## src/rtl/whack_pkg.sv

```systemverilog
// Shared definitions for the Whack-a-Mole round controller: state encoding,
// LFSR constants and the BCD digit limit.
package whack_pkg;

    typedef enum logic [2:0] {
        ST_IDLE      = 3'd0,
        ST_COUNTDOWN = 3'd1,
        ST_GAP       = 3'd2,
        ST_MOLE_UP   = 3'd3,
        ST_OVER      = 3'd4
    } state_t;

    localparam logic [7:0] LFSR_SEED = 8'hA5;
    // Feedback taps for x^8+x^6+x^5+x^4+1, shifting toward the MSB.
    localparam logic [7:0] LFSR_TAPS = 8'hB8;
    localparam logic [3:0] BCD_MAX   = 4'd9;

    function automatic logic [7:0] lfsr_next(input logic [7:0] s);
        return {s[6:0], ^(s & LFSR_TAPS)};
    endfunction

endpackage

```

## src/rtl/whack_bcd2_counter.sv

```systemverilog
// Two-digit BCD score counter: synchronous clear, single-step increment,
// holds at 99.
module whack_bcd2_counter
    import whack_pkg::*;
(
    input  logic       ClockIn,
    input  logic       Reset,
    input  logic       clear,
    input  logic       inc,
    output logic [3:0] ones,
    output logic [3:0] tens
);

    logic at_max;
    assign at_max = (ones == BCD_MAX) && (tens == BCD_MAX);

    always_ff @(posedge ClockIn) begin
        if (Reset || clear) begin
            ones <= 4'd0;
            tens <= 4'd0;
        end else if (inc && !at_max) begin
            if (ones == BCD_MAX) begin
                ones <= 4'd0;
                tens <= tens + 4'd1;
            end else begin
                ones <= ones + 4'd1;
            end
        end
    end

endmodule

```

## src/rtl/whack_game_controller.sv

```systemverilog
// Whack-a-Mole round sequencer: countdown, pseudo-random mole scheduling,
// hit/miss accounting and end-of-round handling on timer expiry.
module whack_game_controller
    import whack_pkg::*;
#(
    parameter int NUM_MOLES        = 4,
    parameter int COUNTDOWN_CYCLES = 150000000,
    parameter int GAP_CYCLES       = 12500000,
    parameter int HOLD_CYCLES      = 37500000,
    parameter int CNT_W            = 28
) (
    input  logic                 ClockIn,
    input  logic                 Reset,
    input  logic                 start_btn,
    input  logic [NUM_MOLES-1:0] hit_btn,
    input  logic                 timer_expired,
    output logic                 game_start,
    output logic                 game_done,
    output logic [NUM_MOLES-1:0] mole_led,
    output logic [3:0]           score_ones,
    output logic [3:0]           score_tens,
    output logic [3:0]           miss_count,
    output logic [2:0]           state_o
);

    localparam logic [CNT_W-1:0] LOAD_CD   = CNT_W'(COUNTDOWN_CYCLES - 1);
    localparam logic [CNT_W-1:0] LOAD_GAP  = CNT_W'(GAP_CYCLES - 1);
    localparam logic [CNT_W-1:0] LOAD_HOLD = CNT_W'(HOLD_CYCLES - 1);
    localparam logic [3:0]       MOLES     = 4'(NUM_MOLES);

    state_t           state;
    logic [CNT_W-1:0] cnt;
    logic [7:0]       lfsr;
    logic [2:0]       prev_idx;
    logic [3:0]       cand;
    logic [3:0]       idx;
    logic             hit;
    logic             score_clr;
    logic             score_inc;

    assign state_o = state;

    always_ff @(posedge ClockIn) begin
        if (Reset) lfsr <= LFSR_SEED;
        else       lfsr <= lfsr_next(lfsr);
    end

    // Never pick the same mole twice in a row: bump a repeat to its neighbour.
    always_comb begin
        cand = {1'b0, lfsr[2:0]} % MOLES;
        idx  = cand;
        if (cand[2:0] == prev_idx) idx = (cand + 4'd1) % MOLES;
    end

    // mole_led is one-hot on the active mole while MOLE_UP, so this masks
    // out presses on any other button.
    assign hit       = |(hit_btn & mole_led);
    assign score_inc = (state == ST_MOLE_UP) && !timer_expired && hit;
    assign score_clr = start_btn && ((state == ST_IDLE) || (state == ST_OVER));

    whack_bcd2_counter u_score (
        .ClockIn (ClockIn),
        .Reset   (Reset),
        .clear   (score_clr),
        .inc     (score_inc),
        .ones    (score_ones),
        .tens    (score_tens)
    );

    always_ff @(posedge ClockIn) begin
        if (Reset) begin
            state      <= ST_IDLE;
            cnt        <= '0;
            prev_idx   <= 3'd0;
            mole_led   <= '0;
            miss_count <= 4'd0;
            game_start <= 1'b0;
            game_done  <= 1'b0;
        end else begin
            case (state)
                ST_IDLE, ST_OVER: begin
                    if (start_btn) begin
                        state      <= ST_COUNTDOWN;
                        cnt        <= LOAD_CD;
                        miss_count <= 4'd0;
                        game_done  <= 1'b0;
                    end
                end
                ST_COUNTDOWN, ST_GAP, ST_MOLE_UP: begin
                    if (timer_expired) begin
                        state      <= ST_OVER;
                        mole_led   <= '0;
                        game_start <= 1'b0;
                        game_done  <= 1'b1;
                    end else if (state == ST_MOLE_UP && hit) begin
                        state    <= ST_GAP;
                        cnt      <= LOAD_GAP;
                        mole_led <= '0;
                    end else if (cnt != '0) begin
                        cnt <= cnt - 1'b1;
                    end else if (state == ST_COUNTDOWN) begin
                        state      <= ST_GAP;
                        cnt        <= LOAD_GAP;
                        game_start <= 1'b1;
                    end else if (state == ST_GAP) begin
                        state    <= ST_MOLE_UP;
                        cnt      <= LOAD_HOLD;
                        mole_led <= NUM_MOLES'(1) << idx;
                        prev_idx <= idx[2:0];
                    end else begin
                        state    <= ST_GAP;
                        cnt      <= LOAD_GAP;
                        mole_led <= '0;
                        if (miss_count != 4'hF) miss_count <= miss_count + 4'd1;
                    end
                end
                default: state <= ST_IDLE;
            endcase
        end
    end

endmodule

```

## config.mk

```make
export PLATFORM = sky130hd
export DESIGN_NAME = whack_game_controller
export DESIGN_NICKNAME = d
export VERILOG_FILES = /design/src/rtl/whack_pkg.sv /design/src/rtl/whack_bcd2_counter.sv /design/src/rtl/whack_game_controller.sv
export SDC_FILE = /design/constraint.sdc
export NUM_CORES = 1
export LEC_CHECK = 0
export ABC_AREA = 1
export ABC_CLOCK_PERIOD_IN_PS = 1600
export CAP_MARGIN = 10
export CORE_AREA = 2 2 85 87
export CTS_CLUSTER_SIZE = 16
export DETAILED_ROUTE_END_ITERATION = 10
export DIE_AREA = 0 0 87 89
export HOLD_SLACK_MARGIN = 0.08
export MAX_ROUTING_LAYER = met4
export PLACE_DENSITY = 0.86
export SKIP_LAST_GASP = 1
export SYNTH_ARGS = -nofsm -noshare
export SYNTH_HDL_FRONTEND = slang
export SYNTH_SLANG_ARGS = --single-unit
```

## constraint.sdc

```tcl
create_clock -name ClockIn -period 1.6 [get_ports ClockIn]
set_clock_uncertainty 0.15 [all_clocks]
set_input_delay 0.24 -clock ClockIn [delete_from_list [all_inputs] [get_ports ClockIn]]
set_output_delay 0.24 -clock ClockIn [all_outputs]
set_load 0.02 [all_outputs]
```

==> impl_results.html <==
<table>
<tr><th>Metric</th><th>Value</th></tr>
<tr><th colspan="2">Outcome</th></tr>
<tr><td>Result of the run</td><td>complete, but fails checks</td></tr>
<tr><td>Violated checks</td><td>negative setup slack</td></tr>
<tr><th colspan="2">Final layout</th></tr>
<tr><td>Area growth syn-to-layout</td><td>65.9%</td></tr>
<tr><td>Commonest cells after routing, fill and taps aside</td><td>94 x sky130_fd_sc_hd__nand2_1, 92 x sky130_fd_sc_hd__buf_4, 49 x sky130_fd_sc_hd__inv_1</td></tr>
<tr><td>Fraction of layout instances using a drive strength above 1</td><td>49.8%</td></tr>
<tr><td>Count of nets after finishing</td><td>between 600 and 700</td></tr>
<tr><td>Count of placed standard cells in the final layout, fillers left out</td><td>755</td></tr>
<tr><td>Final Core Density</td><td>84.7%</td></tr>
<tr><td>Commonest non-fill, non-tap cell in the layout</td><td>sky130_fd_sc_hd__nand2_1</td></tr>
<tr><td>Antenna Diode Count</td><td>0</td></tr>
<tr><th colspan="2">STA</th></tr>
<tr><td>Setup violations, final</td><td>50</td></tr>
<tr><td>Count of endpoints failing hold in the final timing report</td><td>0</td></tr>
<tr><td>Final period util</td><td>129%</td></tr>
<tr><td>Post-layout worst setup margin</td><td>-0.472 ns</td></tr>
<tr><td>Worst slew margin relative to its limit</td><td>between 50% and 60%</td></tr>
<tr><td>Fmax</td><td>~480 MHz</td></tr>
<tr><td>Final Max Tran Viols</td><td>0</td></tr>
<tr><td>Clock period minus worst slack</td><td>2.07 ns</td></tr>
<tr><td>Slew @ Worst Pin</td><td>~0.64 ns</td></tr>
<tr><td>Setup repair after global routing missed its margin</td><td>yes</td></tr>
<tr><th colspan="2">Routing</th></tr>
<tr><td>Routed len/inst</td><td>21.5 um</td></tr>
<tr><td>Number of iterations in the first detailed-routing pass</td><td>5</td></tr>
<tr><td>Count of unresolved DRC violations after routing</td><td>0</td></tr>
<tr><td>Avg Vias per Cell</td><td>around 6.3</td></tr>
<tr><td>DRC marker count from the first detailed-route iteration</td><td>602</td></tr>
<tr><td>WL final</td><td>16200 um</td></tr>
<tr><td>Vias after detailed routing</td><td>between 4k and 5k</td></tr>
<tr><td>Detail Route Antenna Nets</td><td>0</td></tr>
<tr><th colspan="2">Setup path</th></tr>
<tr><td>Biggest fanout along the worst timing path</td><td>6</td></tr>
<tr><td>Peak per-stage delay on the critical path</td><td>between 0.4 and 0.5 ns</td></tr>
<tr><td>Signal arrival time at the worst endpoint</td><td>2.21 ns</td></tr>
<tr><td>Crit-path cells</td><td>inv_1 &gt; nor3_1 &gt; inv_1 &gt; nor2_2 &gt; buf_4 &gt; nand3_1 &gt; nand3_1 &gt; nand2_1 &gt; nor2_1</td></tr>
<tr><td>Type of the worst setup path</td><td>reg2reg</td></tr>
<tr><td>Critical-path cell with the highest stage delay</td><td>sky130_fd_sc_hd__dfxtp_4</td></tr>
<tr><td>Endpoint class of the critical path</td><td>register</td></tr>
<tr><td>Endpoint of the worst-slack reg-to-reg timing path</td><td>mole_led[1]$_SDFFE_PP0P_</td></tr>
<tr><td>Startpoint kind of the worst setup timing path</td><td>register</td></tr>
<tr><td>Required time at the endpoint of the critical path</td><td>1.73 ns</td></tr>
<tr><td>R2R Path Start</td><td>state_o[1]$_SDFFE_PP0P_</td></tr>
<tr><td>Flop-to-flop setup slack</td><td>-0.47 ns</td></tr>
<tr><td>R2r worst-path depth</td><td>9</td></tr>
<tr><th colspan="2">Clock tree</th></tr>
<tr><td>Clock buffers created by TritonCTS</td><td>9</td></tr>
<tr><td>Clock sink count</td><td>59</td></tr>
<tr><td>Clk buf depth</td><td>2</td></tr>
<tr><td>Worst-Skew Late Latency</td><td>0.37 ns</td></tr>
<tr><td>CTS H-tree depth</td><td>3</td></tr>
<tr><td>Reg clk slew, reported paths</td><td>0.08 ns</td></tr>
<tr><td>TritonCTS clock tree</td><td>done</td></tr>
<tr><td>Cell at the root of the clock tree</td><td>sky130_fd_sc_hd__clkbuf_8</td></tr>
<tr><th colspan="2">Yosys</th></tr>
<tr><td>Gate count of the mapped netlist</td><td>~530</td></tr>
<tr><td>Number of warnings printed during yosys synthesis</td><td>0</td></tr>
<tr><td>Proportion of synthesized chip area in sequential cells</td><td>between 30% and 40%</td></tr>
<tr><td>Combined area of all synthesized cells</td><td>0.00343 sq mm</td></tr>
<tr><td>Count of unique library cells instantiated by Yosys</td><td>31</td></tr>
<tr><td>Synthesized area divided by synthesized cell count</td><td>approximately 6.5 sq um</td></tr>
<tr><td>Flip-flop and latch count after synthesis</td><td>59</td></tr>
<tr><td>Top flip-flop cell by instance count after synthesis</td><td>sky130_fd_sc_hd__dfxtp_1</td></tr>
<tr><td>Share of synthesized flip-flops with an asynchronous set or reset</td><td>0%</td></tr>
<tr><td>Count of flip-flops with a built-in enable after synthesis</td><td>0</td></tr>
<tr><td>Net count of the mapped netlist</td><td>around 540</td></tr>
<tr><th colspan="2">Floorplanning</th></tr>
<tr><td>Placeable core area</td><td>around 0.0067 sq mm</td></tr>
<tr><td>IO Count</td><td>29</td></tr>
<tr><td>Chip height</td><td>between 80 and 90 um</td></tr>
<tr><td>Effective utilization at floorplan</td><td>between 50 and 60%</td></tr>
<tr><td>Width of the die</td><td>87 um</td></tr>
<tr><td>Total die area</td><td>between 0.007 and 0.008 sq mm</td></tr>
<tr><td>Placement row count</td><td>30</td></tr>
<tr><th colspan="2">Power</th></tr>
<tr><td>Total power after layout</td><td>10.7 mW</td></tr>
<tr><td>Power density over the cells</td><td>1870 mW/mm^2</td></tr>
<tr><td>IR drop worst, VDD</td><td>approximately 1300 uV</td></tr>
<tr><td>Leakage power summed over all cells</td><td>between 2 and 3 nW</td></tr>
<tr><th colspan="2">Global routing</th></tr>
<tr><td>Pin count of the biggest net entering global routing</td><td>22</td></tr>
<tr><td>Sum of overflow across all layers after global routing</td><td>0</td></tr>
<tr><td>Overall global routing resource usage</td><td>approximately a third</td></tr>
<tr><td>Wire length of the first global-routing pass</td><td>19500 um</td></tr>
<tr><td>Number of global-route vias before repair</td><td>~4.2k</td></tr>
<tr><td>Number of antenna violations at the first check in global routing</td><td>0</td></tr>
<tr><th colspan="2">Place</th></tr>
<tr><td>Final weighted congestion of routability-driven global placement</td><td>0.989</td></tr>
<tr><td>Number of instances in the placed design</td><td>724</td></tr>
<tr><td>Total half-perimeter wirelength after legalization and detailed placement</td><td>around 7900 um</td></tr>
<tr><td>Port Buffer Count</td><td>28</td></tr>
<tr><th colspan="2">Hold path</th></tr>
<tr><td>Cell depth of the worst min-delay path</td><td>2</td></tr>
<tr><td>Worst Hold Path EP</td><td>lfsr[3]$_SDFF_PP0_</td></tr>
<tr><td>Worst Hold Class</td><td>reg2reg</td></tr>
<tr><td>Beginning of the worst hold path</td><td>lfsr[2]$_SDFF_PP1_</td></tr>
<tr><th colspan="2">Job</th></tr>
<tr><td>Max-cap violations</td><td>0</td></tr>
</table>
## critical path, delay by kind of cell (launching register included)
family | cells | cell delay (ns)
flops | 1 | 0.41
buf+inv | 3 | 0.46
simple gates | 6 | 0.98
## routing by layer
layer  part of all wire, %  routed length (um)  track usage, %
met5                     0                   0               -
met2                    47                7640            55.9
met1                    34                5520            37.4
met3                    11                1750            8.31
met4                   8.2                1340            21.3
## cell usage after synthesis, types with 2 or more instances
cell type | instances | area, sq um
sky130_fd_sc_hd__buf_2 | 3 | 15.0
sky130_fd_sc_hd__inv_2 | 4 | 15.0
sky130_fd_sc_hd__nor3_1 | 4 | 20.0
sky130_fd_sc_hd__o21ai_2 | 2 | 17.5
sky130_fd_sc_hd__nor4_1 | 2 | 12.5
sky130_fd_sc_hd__nor2_4 | 7 | 78.8
sky130_fd_sc_hd__inv_1 | 58 | 218
sky130_fd_sc_hd__nand2_1 | 128 | 480
sky130_fd_sc_hd__a21oi_1 | 43 | 215
sky130_fd_sc_hd__xnor2_1 | 6 | 52.6
sky130_fd_sc_hd__dfxtp_1 | 59 | 1180
sky130_fd_sc_hd__or2_2 | 5 | 31.3
sky130_fd_sc_hd__clkbuf_1 | 5 | 18.8
sky130_fd_sc_hd__ha_1 | 5 | 62.6
sky130_fd_sc_hd__nand4_1 | 6 | 37.5
sky130_fd_sc_hd__xor2_1 | 16 | 140
sky130_fd_sc_hd__nor2_1 | 74 | 278
sky130_fd_sc_hd__nor2_2 | 9 | 56.3
sky130_fd_sc_hd__nand3_1 | 47 | 235
sky130_fd_sc_hd__o21ai_0 | 23 | 115
sky130_fd_sc_hd__nand2_2 | 8 | 50.1
sky130_fd_sc_hd__nand3b_1 | 3 | 22.5
## stage by stage
step	cell area [sq um]	setup TNS, ns	hold WS [ns]	setup WS, ns
after floorplan	3440	0	0.197	0.00495
final	5690	-9.09	0.297	-0.472
after global routing	5690	-11.96	0.291	-0.501
after CTS	5200	-1.93	0.270	-0.111
after detailed placement	4560	-12.55	0.253	-0.352
after global placement	4560	-10.61	0.250	-0.296
## worst max path at each step
stage / start / end / cells after the start
2_1_floorplan: state_o[2]$_SDFFE_PP0P_ / u_score.tens[0]$_SDFFE_PP0P_ / 8
6_report: state_o[1]$_SDFFE_PP0P_ / mole_led[1]$_SDFFE_PP0P_ / 9
3_5_place_dp: hit_btn[1] / cnt[26]$_SDFFE_PP0P_ / 10
4_1_cts: cnt[1]$_SDFFE_PP0P_ / miss_count[3]$_SDFFE_PP0P_ / 11
3_3_place_gp: hit_btn[1] / state_o[2]$_SDFFE_PP0P_ / 10
5_1_grt: state_o[1]$_SDFFE_PP0P_ / mole_led[1]$_SDFFE_PP0P_ / 9
## logic make-up after synthesis
| group | count (synthesis) | share of synthesized area [%] |
|---|---|---|
| compound gates | 74 | 11.6 |
| xor+xnor | 22 | 5.61 |
| fa+ha+maj | 5 | 1.82 |
| buf+inv | 70 | 7.76 |
| flops | 59 | 34.4 |
| simple gates | 296 | 38.8 |
## area by class of cell
cell class / count / area [sq um]
tap: 80 / 100
clock inverter: 5 / 77.6
clock buffer: 10 / 138
multi-input combinational: 397 / 2680
timing repair buffer: 142 / 1220
inverter: 62 / 245
fill: 296 / 1020
sequential: 59 / 1230
## state kept, by name, summed over array words and instances (netlist names)
signal,cells
cnt,28
lfsr,8
miss_count,4
mole_led,4
u_score.ones,4
u_score.tens,4
state_o,3
prev_idx,2
game_done,1
game_start,1
## what timing repair did
item	in CTS	in global routing
pin swaps	50	65
setup endpoints to repair	71	51
hold buffers	0	0
resized for setup	135	132
setup buffers	13	5
## where the power goes
part / switching [mW] / total, mW / internal (mW)
clock network: 0.665 / 1.57 / 0.905
registers: 0.399 / 2.21 / 1.81
logic: 4.02 / 6.89 / 2.87
total: 5.09 / 10.7 / 5.58
Power figures use the tool's default switching activity.
